**src/rtl/acumulador_productos_if.sv**
```systemverilog
// Bus bundle between the product accumulator, the upstream multiplier and the result consumer.
// The slave side is the accumulator; the master side is whoever drives products and takes sums.
interface acumulador_productos_if #(
  parameter int unsigned WIDTH   = 32,
  parameter int unsigned COUNT_W = 8
);
  logic [2*WIDTH-1:0]         producto;
  logic                       Done_Flag;
  logic                       ack;
  logic [2*WIDTH+COUNT_W-1:0] suma;
  logic                       suma_valid;
  logic                       suma_ready;

  modport master (
    output producto, Done_Flag, suma_ready,
    input  ack, suma, suma_valid
  );

  modport slave (
    input  producto, Done_Flag, suma_ready,
    output ack, suma, suma_valid
  );
endinterface

```
**src/rtl/acumulador_productos.sv**
```systemverilog
// Accumulates a programmed number of multiplier products (Done_Flag/ack handshake)
// into a widened sum and offers it on a valid/ready port.
module acumulador_productos #(
  parameter int unsigned WIDTH   = 32,
  parameter int unsigned COUNT_W = 8
) (
  input  logic                   clk,
  input  logic                   reset,
  input  logic                   start,
  input  logic [COUNT_W-1:0]     n_terms,
  output logic                   busy,
  acumulador_productos_if.slave  bus
);

  localparam int unsigned PROD_W = 2 * WIDTH;
  localparam int unsigned SUMA_W = PROD_W + COUNT_W;

  typedef enum logic [1:0] {
    IDLE   = 2'd0,
    ESPERA = 2'd1,
    ACK    = 2'd2,
    SALIDA = 2'd3
  } state_t;

  state_t              state_q, state_d;
  logic [SUMA_W-1:0]   acc_q, acc_d;
  logic [COUNT_W-1:0]  cnt_q, cnt_d;
  logic [COUNT_W-1:0]  nterms_q, nterms_d;
  logic [SUMA_W-1:0]   suma_q, suma_d;
  logic                ack_q, ack_d;
  logic                valid_q, valid_d;
  logic                busy_q, busy_d;

  // State and output registers
  always_ff @(posedge clk or negedge reset) begin
    if (!reset) begin
      state_q  <= IDLE;
      acc_q    <= '0;
      cnt_q    <= '0;
      nterms_q <= '0;
      suma_q   <= '0;
      ack_q    <= 1'b0;
      valid_q  <= 1'b0;
      busy_q   <= 1'b0;
    end else begin
      state_q  <= state_d;
      acc_q    <= acc_d;
      cnt_q    <= cnt_d;
      nterms_q <= nterms_d;
      suma_q   <= suma_d;
      ack_q    <= ack_d;
      valid_q  <= valid_d;
      busy_q   <= busy_d;
    end
  end

  // Next-state and next-output logic
  always_comb begin
    state_d  = state_q;
    acc_d    = acc_q;
    cnt_d    = cnt_q;
    nterms_d = nterms_q;
    suma_d   = suma_q;
    ack_d    = ack_q;
    valid_d  = valid_q;

    unique case (state_q)
      IDLE: begin
        if (start) begin
          nterms_d = n_terms;
          acc_d    = '0;
          cnt_d    = '0;
          if (n_terms == '0) begin
            suma_d  = '0;
            valid_d = 1'b1;
            state_d = SALIDA;
          end else begin
            state_d = ESPERA;
          end
        end
      end

      ESPERA: begin
        if (bus.Done_Flag) begin
          acc_d   = acc_q + SUMA_W'(bus.producto);
          cnt_d   = cnt_q + COUNT_W'(1);
          ack_d   = 1'b1;
          state_d = ACK;
        end
      end

      // Hold ack until the multiplier withdraws its flag; no re-accumulation here
      ACK: begin
        if (!bus.Done_Flag) begin
          ack_d = 1'b0;
          if (cnt_q == nterms_q) begin
            suma_d  = acc_q;
            valid_d = 1'b1;
            state_d = SALIDA;
          end else begin
            state_d = ESPERA;
          end
        end
      end

      SALIDA: begin
        if (bus.suma_ready) begin
          valid_d = 1'b0;
          state_d = IDLE;
        end
      end

      default: state_d = IDLE;
    endcase

    busy_d = (state_d != IDLE);
  end

  assign bus.ack        = ack_q;
  assign bus.suma       = suma_q;
  assign bus.suma_valid = valid_q;
  assign busy           = busy_q;

endmodule

```
**src/flat_wrapper.sv**
```systemverilog
// flat-port wrapper written by rule: the top's interface ports become plain ports
module acumulador_productos_flat 
#(
  parameter int unsigned WIDTH   = 32,
  parameter int unsigned COUNT_W = 8
)
  (clk, reset, start, n_terms, busy, bus_producto, bus_Done_Flag, bus_suma_ready, bus_ack, bus_suma, bus_suma_valid);
  acumulador_productos_if #(.WIDTH(WIDTH), .COUNT_W(COUNT_W)) bus_i ();
  input  logic clk;
  input  logic reset;
  input  logic start;
  input  logic [COUNT_W-1:0] n_terms;
  output logic busy;
  input wire logic [$bits(bus_i.producto)-1:0] bus_producto;
  input wire logic [$bits(bus_i.Done_Flag)-1:0] bus_Done_Flag;
  input wire logic [$bits(bus_i.suma_ready)-1:0] bus_suma_ready;
  output wire logic [$bits(bus_i.ack)-1:0] bus_ack;
  output wire logic [$bits(bus_i.suma)-1:0] bus_suma;
  output wire logic [$bits(bus_i.suma_valid)-1:0] bus_suma_valid;
  assign bus_i.producto = bus_producto;
  assign bus_i.Done_Flag = bus_Done_Flag;
  assign bus_i.suma_ready = bus_suma_ready;
  assign bus_ack = bus_i.ack;
  assign bus_suma = bus_i.suma;
  assign bus_suma_valid = bus_i.suma_valid;
  acumulador_productos #(.WIDTH(WIDTH), .COUNT_W(COUNT_W)) u_core (.clk(clk), .reset(reset), .start(start), .n_terms(n_terms), .busy(busy), .bus(bus_i));
endmodule
```
**config.mk**
```make
export PLATFORM = sky130hd
export DESIGN_NAME = acumulador_productos_flat
export DESIGN_NICKNAME = d
export VERILOG_FILES = /design/src/rtl/acumulador_productos_if.sv /design/src/rtl/acumulador_productos.sv /design/src/flat_wrapper.sv
export SDC_FILE = /design/constraint.sdc
export NUM_CORES = 1
export LEC_CHECK = 0
export ABC_AREA = 0
export CAP_MARGIN = 20
export CORE_MARGIN = 2
export CORE_UTILIZATION = 55
export CTS_CLUSTER_SIZE = 40
export DETAILED_ROUTE_END_ITERATION = 12
export PLACE_DENSITY = 0.81
export SLEW_MARGIN = 10
export SYNTH_ARGS = -nofsm -noshare
export SYNTH_HDL_FRONTEND = slang
export SYNTH_SLANG_ARGS = --single-unit
```
**constraint.sdc**
```tcl
create_clock -name clk -period 4.1 [get_ports clk]
set_clock_uncertainty 0.2 [all_clocks]
set_input_delay 0.615 -clock clk [delete_from_list [all_inputs] [get_ports clk]]
set_output_delay 0.615 -clock clk [all_outputs]
set_load 0.01 [all_outputs]
```
==> reports/results.ini <==
[run_status]
status=completed

[synth]
synth_cells=1077
synth_xor_area_frac=0.0642
yosysSeqAreaShare=0.415
synthMuxAreaShare=0.00201
synthArstFlopShare=1.00
synth_cell_type_count=70
syn_area_um2=9960
synthAdderAreaFrac=0.0837
synth_edf_count=0
synth_compound_area_frac=0.266
synth_warnings=0
synth_nets=1220
synth-seq-cells=165
synthFlopType=dfrtp_1
syn_avg_cell_area_um2=9.25
yosys.area_share.simple=0.142
synth_top_family_by_area=compound AO/OA/AOI/OAI gates

[place]
hpwl_um=19200
numPortBuffers=151
place_congestion=0.947

[timing]
timing.fmax_mhz=271
slew_viol_final=0
fin_crit_ns=3.68
rsz0062_at_grt=no
tns_ns=0
report.final.setup_viol=0
finalHoldViolCount=0
maxSlewHeadroom=0.416
min_period_over_period=0.899
worstMarginPinSlew_ns=0.876

[clock_network]
numCtsBuffers=17
root_buffer=clkbuf_16
clockBufferDepth=2
clkSlewWorstSetupHoldPaths_ns=0.07
cts_resized=0
cts_sinks=165
cts_max_level=4
cts_hold_buf=0
cts_setup_buffers=0
clock_latency_ns=0.44
cts_tree=built

[final_layout]
fill_cells=1386
most-common-layout-cells=165 x dfrtp_1, 150 x clkdlybuf4s50_1, 149 x nand2_1
synthToLayoutAreaGrowth_pct=24.8
layout_commonest_cell=dfrtp_1
drive_above_1_share=0.0728
num_antenna_cells=0
fin_nets=1367

[route]
wire_per_inst_um=18.0
via_per_inst=6.16
dr.pass1.iters=5
ant_nets=0
drtIter0Drc=877
vias=9029
routed_wl_um=26300
drc=0

[floorplanning]
start_util=0.558
dieArea_um2=19200
die_h_um=139
core_area_um2=17800
rows=49
dieWidth_um=139
ios=152

[power_and_ir_drop]
internal-power_mw=5.03
pwr-share-clk=0.204
ir_drop_mv=0.340
power_leakage_nw=5.68
switching_power_mw=3.32
power_mw=8.35
power_density_nw_per_um2=671
p_seq_frac=0.312
combPwrFrac=0.483
sw_frac_of_total=0.397

[worst_setup_path]
arrival_ns=3.80
critPathCaptureType=register
critPathRequiredTime_ns=4.22
cp_max_fo=3
criticalPathCategory=in -> reg
start_kind=primary input
rr_worst_depth=12

[flow_run]
max-cap-violations=0

[hold_path]
worstHoldPathType=in -> async

[global_routing]
antenna_found_initial=0
grt_pass1_wl_um=44200
grt_pass1_vias=8947
grt_usage=0.278
grt_max_degree=95
grt_overflow=0

==> through the flow <==
stage	util	area, um^2	std cells	hold WS, ns	setup slack (ns)
floorplan	-	9960	1077	0.119	0.595
global placement	0.662	11800	1434	0.282	0.0446
detailed placement	0.662	11800	1434	0.285	0.00605
CTS	0.697	12400	1466	0.0939	0.389
global route	0.697	12400	1466	0.133	0.202
finish	0.697	12400	1466	0.0372	0.416
==> worst paths after layout <==
| path | start | to | slack (ns) |
|---|---|---|---|
| min in group clk | u_core.bus.suma[25]$_DFFE_PN0P_ | u_core.bus.suma[25]$_DFFE_PN0P_ | 0.30 |
| worst min-delay path | reset | u_core.bus.suma[18]$_DFFE_PN0P_ | 0.04 |
| worst max register to register | u_core.acc_q[0]$_DFFE_PN0P_ | u_core.acc_q[66]$_DFFE_PN0P_ | 0.62 |
| worst min register to register | u_core.bus.suma[25]$_DFFE_PN0P_ | u_core.bus.suma[25]$_DFFE_PN0P_ | 0.30 |
| worst max-delay path | bus_producto[0] | u_core.acc_q[66]$_DFFE_PN0P_ | 0.42 |
| max in group asynchronous | reset | u_core.bus.suma[37]$_DFFE_PN0P_ | 2.82 |
==> synthesized netlist by cell type, types with 4 or more instances <==
| cell | count | area (um^2) |
|---|---|---|
| dfrtp_1 | 165 | 4130 |
| nand2_1 | 149 | 559 |
| o21ai_0 | 97 | 485 |
| a21oi_1 | 91 | 455 |
| a22o_1 | 79 | 692 |
| nor2_1 | 66 | 248 |
| ha_1 | 65 | 813 |
| clkbuf_1 | 47 | 176 |
| xnor2_1 | 42 | 368 |
| a21o_1 | 37 | 278 |
| xor2_1 | 31 | 272 |
| nand3_1 | 21 | 105 |
| nand4_1 | 18 | 113 |
| o21bai_1 | 16 | 120 |
| inv_1 | 15 | 56.3 |
| nor3_1 | 12 | 60.1 |
| o31ai_1 | 9 | 67.6 |
| nor2b_1 | 8 | 50.1 |
| or3_1 | 7 | 43.8 |
| a21boi_0 | 5 | 37.5 |
| a31o_2 | 5 | 43.8 |
| and3_1 | 5 | 31.3 |
| a211o_1 | 4 | 35.0 |
| a221oi_1 | 4 | 35.0 |
| a31oi_1 | 4 | 25.0 |
| nand2b_1 | 4 | 25.0 |
| o21a_1 | 4 | 30.0 |
==> routing by layer <==
layer  vias to the layer above  GRT usage  routed length, um
li1                       4258          -                  -
met1                      4366      0.396              12200
met2                       343      0.437              12200
met3                        62     0.0483               1350
met4                         0     0.0902                561
met5                         -          0                  0
==> power by group through the flow <==
| stage | Combinational [mW] | Sequential [mW] | Clock (mW) |
|---|---|---|---|
| after floorplan | 2.55 | 2.60 | 0 |
| after global placement | 3.88 | 2.61 | 0 |
| after detailed placement | 3.96 | 2.62 | 0 |
| after CTS | 4.01 | 2.60 | 1.72 |
| after global routing | 4.44 | 2.67 | 1.80 |
| final | 4.04 | 2.61 | 1.70 |
==> state kept, by name, summed over array words and instances, names as in the netlist <==
signal	cells
u_core.acc_q	72
u_core.bus.suma	72
u_core.cnt_q	8
u_core.nterms_q	8
u_core.state_q	2
u_core.bus.ack	1
u_core.bus.suma_valid	1
u_core.busy	1
==> cell families after synthesis <==
group | after synthesis
buf+inv | 69
simple gates | 312
mux | 2
compound gates | 390
flops | 165
fa+ha+maj | 66
xor+xnor | 73
==> cell type report <==
type	count	area, um^2	share of cell area
Sequential cell	165	4130	0.332
Multi-Input combinational cell	843	5580	0.449
Tap cell	229	287	0.0230
Inverter	15	56.3	0.00453
Timing Repair Buffer	182	1760	0.141
Clock buffer	19	453	0.0364
Clock inverter	13	170	0.0137
==> worst max-delay path, stage by stage <==
cell and delay (ns):
clkdlybuf4s50_1 0.43, ha_1 0.26, fa_1 0.40, a21o_1 0.18, and4_4 0.20, o31ai_4 0.30
a2111oi_2 0.14, o2111a_2 0.30, o2111ai_2 0.25, a21oi_2 0.13, o31ai_1 0.35, xor2_1 0.19
nor2_1 0.06
(Power assumes the default switching activity.)
